$ cat config.mk
export PLATFORM = sky130hd
export DESIGN_NAME = rand_gen_n3k32
export DESIGN_NICKNAME = d
export VERILOG_FILES = /design/src/rtl/rand_gen_pkg.sv /design/src/rtl/xs128_step.sv /design/src/rtl/rand_gen_n3k32.sv
export SDC_FILE = /design/constraint.sdc
export NUM_CORES = 1
export LEC_CHECK = 0
export ABC_AREA = 1
export CORE_UTILIZATION = 50
export CTS_CLUSTER_SIZE = 10
export DETAILED_ROUTE_END_ITERATION = 6
export PLACE_DENSITY = 0.73
export SETUP_SLACK_MARGIN = 0.4
export SLEW_MARGIN = 20
export SYNTH_ARGS = -nofsm -noshare
export SYNTH_HDL_FRONTEND = slang
export SYNTH_HIERARCHICAL = 1
export SYNTH_SLANG_ARGS = --single-unit
$ cat constraint.sdc
create_clock -name clk_i -period 4.7 [get_ports clk_i]
set_clock_uncertainty 0.1 [all_clocks]
set_input_delay 0.94 -clock clk_i [delete_from_list [all_inputs] [get_ports clk_i]]
set_output_delay 0.94 -clock clk_i [all_outputs]
set_load 0.1 [all_outputs]
$ cat src/rtl/rand_gen_pkg.sv
// Shared types and constants for the xorshift128 randomness source that feeds
// the 3-share, 32-bit masked AND gadget.
package rand_gen_pkg;

    localparam int K       = 32;
    localparam int NSHARES = 3;

    typedef enum logic [1:0] {
        IDLE,
        WARM,
        RUN
    } state_e;

    typedef struct packed {
        logic [K-1:0] x;
        logic [K-1:0] y;
        logic [K-1:0] z;
        logic [K-1:0] w;
    } xs_state_t;

    // xorshift128 is stuck at zero forever, so an all-zero seed is swapped
    // for Marsaglia's reference state.
    localparam logic [4*K-1:0] DEFAULT_SEED = {32'd123456789, 32'd362436069,
                                               32'd521288629, 32'd88675123};

    function automatic xs_state_t seed_fix(input logic [4*K-1:0] seed);
        return (seed == '0) ? xs_state_t'(DEFAULT_SEED) : xs_state_t'(seed);
    endfunction

endpackage

$ cat src/rtl/xs128_step.sv
// One combinational xorshift128 step: advances {x,y,z,w} and exposes the
// freshly produced word w'.
module xs128_step
    import rand_gen_pkg::*;
(
    input  logic [4*K-1:0] s_cur,
    output logic [4*K-1:0] s_nxt,
    output logic [K-1:0]   w_out
);

    xs_state_t    cur;
    logic [K-1:0] t;
    logic [K-1:0] w_new;

    assign cur   = xs_state_t'(s_cur);
    assign t     = cur.x ^ (cur.x << 11);
    assign w_new = cur.w ^ (cur.w >> 19) ^ t ^ (t >> 8);
    assign w_out = w_new;
    assign s_nxt = {cur.y, cur.z, cur.w, w_new};

endmodule

$ cat src/rtl/rand_gen_n3k32.sv
// Fresh-randomness source for the 3-share, 32-bit masked AND gadget.
// Each beat is three chained xorshift128 words {w1,w2,w3}. After a seed
// handshake the generator discards WARMUP beats, then presents one beat per
// consumer acceptance on o_n / o_rvld.
// Optional build macro RAND_GEN_HEALTH_EN adds o_err and a repetition test
// that stops output when two consecutive registered beats are identical.
module rand_gen_n3k32
    import rand_gen_pkg::*;
#(
    parameter int WARMUP = 16
) (
    input  logic                 clk_i,
    input  logic                 rst_ni,
    input  logic                 i_seed_vld,
    input  logic [4*K-1:0]       i_seed,
    output logic                 o_seed_rdy,
    input  logic                 i_rrdy,
    output logic                 o_rvld,
    output logic [NSHARES*K-1:0] o_n,
`ifdef RAND_GEN_HEALTH_EN
    output logic                 o_err,
`endif
    output logic                 o_busy
);

    localparam logic [7:0] WARM_LAST = (WARMUP == 0) ? 8'd0 : 8'(WARMUP - 1);
    localparam state_e     AFTER_SEED = (WARMUP == 0) ? RUN : WARM;

    state_e        state_q, state_d;
    xs_state_t     xs_q;
    logic [7:0]    cnt_q;

    logic [4*K-1:0]       s1, s2, s3;
    logic [K-1:0]         w1, w2, w3;
    logic [NSHARES*K-1:0] beat;

    logic seed_load;
    logic warm_step;
    logic beat_load;
    logic err_set;

`ifdef RAND_GEN_HEALTH_EN
    logic have_prev_q;
`endif

    // Three chained steps produce one full beat per cycle.
    xs128_step u_step0 (.s_cur(xs_q), .s_nxt(s1), .w_out(w1));
    xs128_step u_step1 (.s_cur(s1),   .s_nxt(s2), .w_out(w2));
    xs128_step u_step2 (.s_cur(s2),   .s_nxt(s3), .w_out(w3));

    assign beat = {w1, w2, w3};

    // FSM state register.
    always_ff @(posedge clk_i or negedge rst_ni) begin
        // NOTE: sequential state uses non-blocking assignments so every
        // register samples pre-edge values regardless of block ordering.
        if (!rst_ni) state_q <= IDLE;
        else         state_q <= state_d;
    end

    // Next-state, handshake outputs and datapath load controls.
    always_comb begin
        // NOTE: every output of this block is defaulted first so no path
        // through the case leaves a signal unassigned and infers a latch.
        state_d    = state_q;
        o_seed_rdy = 1'b1;
        o_busy     = 1'b0;
        seed_load  = 1'b0;
        warm_step  = 1'b0;
        beat_load  = 1'b0;
        err_set    = 1'b0;
        case (state_q)
            IDLE: begin
                if (i_seed_vld) begin
                    seed_load = 1'b1;
                    state_d   = AFTER_SEED;
                end
            end
            WARM: begin
                o_seed_rdy = 1'b0;
                o_busy     = 1'b1;
                warm_step  = 1'b1;
                if (cnt_q == WARM_LAST) state_d = RUN;
            end
            RUN: begin
                // A reseed wins over a simultaneous acceptance; the current
                // beat is treated as consumed.
                if (i_seed_vld) begin
                    seed_load = 1'b1;
                    state_d   = AFTER_SEED;
                end else if (!o_rvld || i_rrdy) begin
                    beat_load = 1'b1;
`ifdef RAND_GEN_HEALTH_EN
                    if (have_prev_q && (beat == o_n)) begin
                        beat_load = 1'b0;
                        err_set   = 1'b1;
                        state_d   = IDLE;
                    end
`endif
                end
            end
            default: state_d = IDLE;
        endcase
    end

    // Generator state, warm-up counter and registered output beat.
    always_ff @(posedge clk_i or negedge rst_ni) begin
        // NOTE: the asynchronous reset clears every datapath register so the
        // outputs go quiet the instant rst_ni falls, not at the next edge.
        if (!rst_ni) begin
            xs_q   <= '0;
            cnt_q  <= '0;
            o_n    <= '0;
            o_rvld <= 1'b0;
        end else if (seed_load) begin
            xs_q   <= seed_fix(i_seed);
            cnt_q  <= '0;
            o_rvld <= 1'b0;
        end else if (warm_step) begin
            xs_q  <= s3;
            cnt_q <= cnt_q + 8'd1;
        end else if (beat_load) begin
            xs_q   <= s3;
            o_n    <= beat;
            o_rvld <= 1'b1;
        end else if (err_set) begin
            o_rvld <= 1'b0;
        end
    end

`ifdef RAND_GEN_HEALTH_EN
    // Repetition-test flag and "previous beat present" marker.
    always_ff @(posedge clk_i or negedge rst_ni) begin
        if (!rst_ni) begin
            o_err       <= 1'b0;
            have_prev_q <= 1'b0;
        end else if (seed_load) begin
            o_err       <= 1'b0;
            have_prev_q <= 1'b0;
        end else if (err_set) begin
            o_err <= 1'b1;
        end else if (beat_load) begin
            have_prev_q <= 1'b1;
        end
    end
`endif

endmodule
==> impl_results.md <==
- Result of the run: completed
- Worst r2r path cells: 13
- Via count: 15900
- Sinks on the clock net: 235
- Die outline width: 191 um
- Post-synthesis to final-layout area growth: 2.85%
- DRT Wirelength: 54500 um
- Post-CTS sizing: 0
- Worst slew margin relative to its limit: 0.287
- Vias in the first global route: 14700
- Setup repair after global routing missed its margin: false
- Last weighted congestion value of the routability-driven placer: 0.933
- CTS tree: yes
- Root Buffer Master: sky130_fd_sc_hd__clkbuf_16
- Sum of negative setup slack: 0 ns
- Leading cell types in the layout, fill and taps excluded: sky130_fd_sc_hd__nand2_1, sky130_fd_sc_hd__nor2_1, sky130_fd_sc_hd__dfrtp_1
- Flop2flop setup slack: 1.40 ns
- Diodes inserted: 0
- Initial antenna violation count: 0
- Count of pins over their slew limit: 0
- Initial DRC Count: 1646
- Maximum level of the CTS H-tree: 1
- Boundary pin count: 231
- Largest fanout on the critical path: 6
- Peak Freq: 289 MHz
- Via density per instance: 5.28
- Sum of overflow across all layers after global routing: 0
- Clock insertion delay at the later pin of the skew report: 0.57 ns
- Largest area contributor in the synthesized netlist: sky130_fd_sc_hd__dfrtp_1
- Number of buffers between clock root and the deepest sink: 3
- Worst Hold Path EP: o_n[54]
- Synthesis Warnings: 6
- Origin of the critical flop-to-flop path: xs_q[115]
- Final design instance area without fill: 0.0184 mm^2
- Final cycle utilization of the critical path: 0.736
- Number of max-capacitance violations reported: 0
- Crit Path Class: reg -> out
- Data arrival time of the critical path: 2.42 ns
- First-pass GRT wire length: 82600 um
- Hold-fix buffers, CTS: 0
- Placement-stage cell area: 0.0176 mm^2
- Clock buffers created by TritonCTS: 28
- Setup-violating endpoint count in the final report: 0
- Fraction of final layout cells with drive strength greater than 1: 0.0404
- Number of distinct library cells after synthesis: 31
- Post-layout minimum cycle time: 3.46 ns
- Detail Placement HPWL: 40000 um
- Post-CTS Repair Setup Buffers: 0
- Synthesis-stage register bit count: 235
- Leading cell type in the layout, fill and taps excluded: sky130_fd_sc_hd__nand2_1
- Average instance area after synthesis: 6.53 um^2
- Count of standard-cell rows: 68
- Number of cells on the worst hold path: 2
- Synth Cell Area: 0.0179 mm^2
- Routed Antenna Nets: 0
- Initial core utilization: 0.513
- Required time at the worst-slack endpoint: 3.66 ns
- Endpoint type of the worst setup path: primary output
- Portion of synthesized cell area occupied by the leading cell type: 0.329
- Count of unresolved DRC violations after routing: 0
- Gate count after technology mapping: 2740
- Nets: 2677
- Final Hold Vio Count: 0
- Least-Margin Pin Slew: 1.07 ns
- Reg-to-Reg End: xs_q[11]
- Die ar.: 0.0365 mm^2
- Routed wirelength normalized by instance count: 18.1 um
- Startpoint types: flop
- Largest net degree at the start of global routing: 190
- Hold Path Class: reg -> reg
- Sequential cell area fraction in the yosys report: 0.329
- Input/output buffers: 230
- Syn_nets: 2873
- Fillcell total: 3443
- Hold wc startpoint: o_n[54]
- Global-route usage over all layers: 0.296
- 1st-pass router iterations: 6
- Clock transition at the registers of the reported paths: 0.05 ns
- Std-Cell Core Area: 0.0349 mm^2
- Top area cells in the synthesized netlist: sky130_fd_sc_hd__dfrtp_1, sky130_fd_sc_hd__nand2_1, sky130_fd_sc_hd__buf_4
- Die span in y: 191 um
-- per-layer routing --
| layer | wire length (um) | vias to the layer above | track usage | part of all wire |
|---|---|---|---|---|
| met5 | 0 | - | 0 | 0 |
| met4 | 2500 | 0 | 0.127 | 0.046 |
| met3 | 4650 | 149 | 0.0459 | 0.085 |
| met2 | 25100 | 751 | 0.485 | 0.46 |
| met1 | 22200 | 7415 | 0.388 | 0.41 |
| li1 | - | 7556 | - | - |
-- cells in the mapped netlist --
master and count:
sky130_fd_sc_hd__o21ai_1 9, sky130_fd_sc_hd__a21oi_1 127, sky130_fd_sc_hd__clkbuf_1 43, sky130_fd_sc_hd__o31ai_1 1, sky130_fd_sc_hd__inv_4 1, sky130_fd_sc_hd__a21oi_2 10, sky130_fd_sc_hd__buf_4 385, sky130_fd_sc_hd__or2_1 3
sky130_fd_sc_hd__nor3_1 1, sky130_fd_sc_hd__nor2_4 3, sky130_fd_sc_hd__buf_2 25, sky130_fd_sc_hd__clkinv_2 2, sky130_fd_sc_hd__xor2_1 36, sky130_fd_sc_hd__nor2_1 360, sky130_fd_sc_hd__buf_1 8, sky130_fd_sc_hd__nand2_1 1059
sky130_fd_sc_hd__buf_6 10, sky130_fd_sc_hd__nand2_4 1, sky130_fd_sc_hd__nand3b_1 21, sky130_fd_sc_hd__xnor2_2 3, sky130_fd_sc_hd__ha_1 1, sky130_fd_sc_hd__nand3_2 1, sky130_fd_sc_hd__nand3_1 89, sky130_fd_sc_hd__nor2_2 1
sky130_fd_sc_hd__nor2_8 1, sky130_fd_sc_hd__inv_2 27, sky130_fd_sc_hd__inv_1 156, sky130_fd_sc_hd__o21ai_0 70, sky130_fd_sc_hd__nand2_2 3, sky130_fd_sc_hd__dfrtp_1 235, sky130_fd_sc_hd__xnor2_1 48
-- worst max-delay path, cell delays in order (launching register included) --
cell and delay (ns):
sky130_fd_sc_hd__dfrtp_1 0.42, sky130_fd_sc_hd__inv_2 0.08, sky130_fd_sc_hd__nor2_4 0.18, sky130_fd_sc_hd__clkdlybuf4s50_1 1.17
-- stage by stage --
stage | hold WS [ns] | utilization | cells | setup slack (ns)
after CTS | 0.372 | 0.527 | 3007 | 1.24
after detailed placement | 0.358 | 0.505 | 2969 | 1.18
after floorplan | 0.350 | - | 2740 | 2.36
final | 0.369 | 0.527 | 3007 | 1.24
after global routing | 0.395 | 0.527 | 3007 | 1.20
after global placement | 0.357 | 0.505 | 2969 | 0.843
-- cells by family after synthesis --
family                   after synthesis  share of synthesized area
buffers and inverters                657                      0.225
AND/OR/NAND/NOR                     1543                      0.339
XOR/XNOR                              87                     0.0439
AO/OA/AOI/OAI                        217                     0.0630
flip-flops                           235                      0.329
adder cells (fa/ha/maj)                1                   0.000700
-- how the worst max path moves through the flow --
| stage | from | endpoint |
|---|---|---|
| finish | state_q[0] | o_busy |
| global route | state_q[0] | o_busy |
| CTS | state_q[0] | o_busy |
| detailed placement | i_seed[67] | xs_q[49] |
| global placement | i_seed[64] | xs_q[34] |
| floorplan | state_q[0] | o_seed_rdy |
-- registers in the layout, indices dropped and copies added, names as in the netlist --
| register | count |
|---|---|
| cnt_q | 8 |
| state_q | 2 |
| o_rvld | 1 |
| xs_q | 128 |
| o_n | 96 |
-- area by class of cell --
type / count / area, um^2 / share of cell area
sequential: 235 / 5880 / 0.320
clock buffer: 35 / 747 / 0.0406
inverter: 186 / 704 / 0.0383
clock inverter: 3 / 26.3 / 0.00143
multi-input combinational: 1848 / 7980 / 0.434
tap: 455 / 569 / 0.0310
timing repair buffer: 245 / 2480 / 0.135
Power is not shown: default switching activity piles up to over one toggle a cycle in this logic, so the estimate is an artifact.
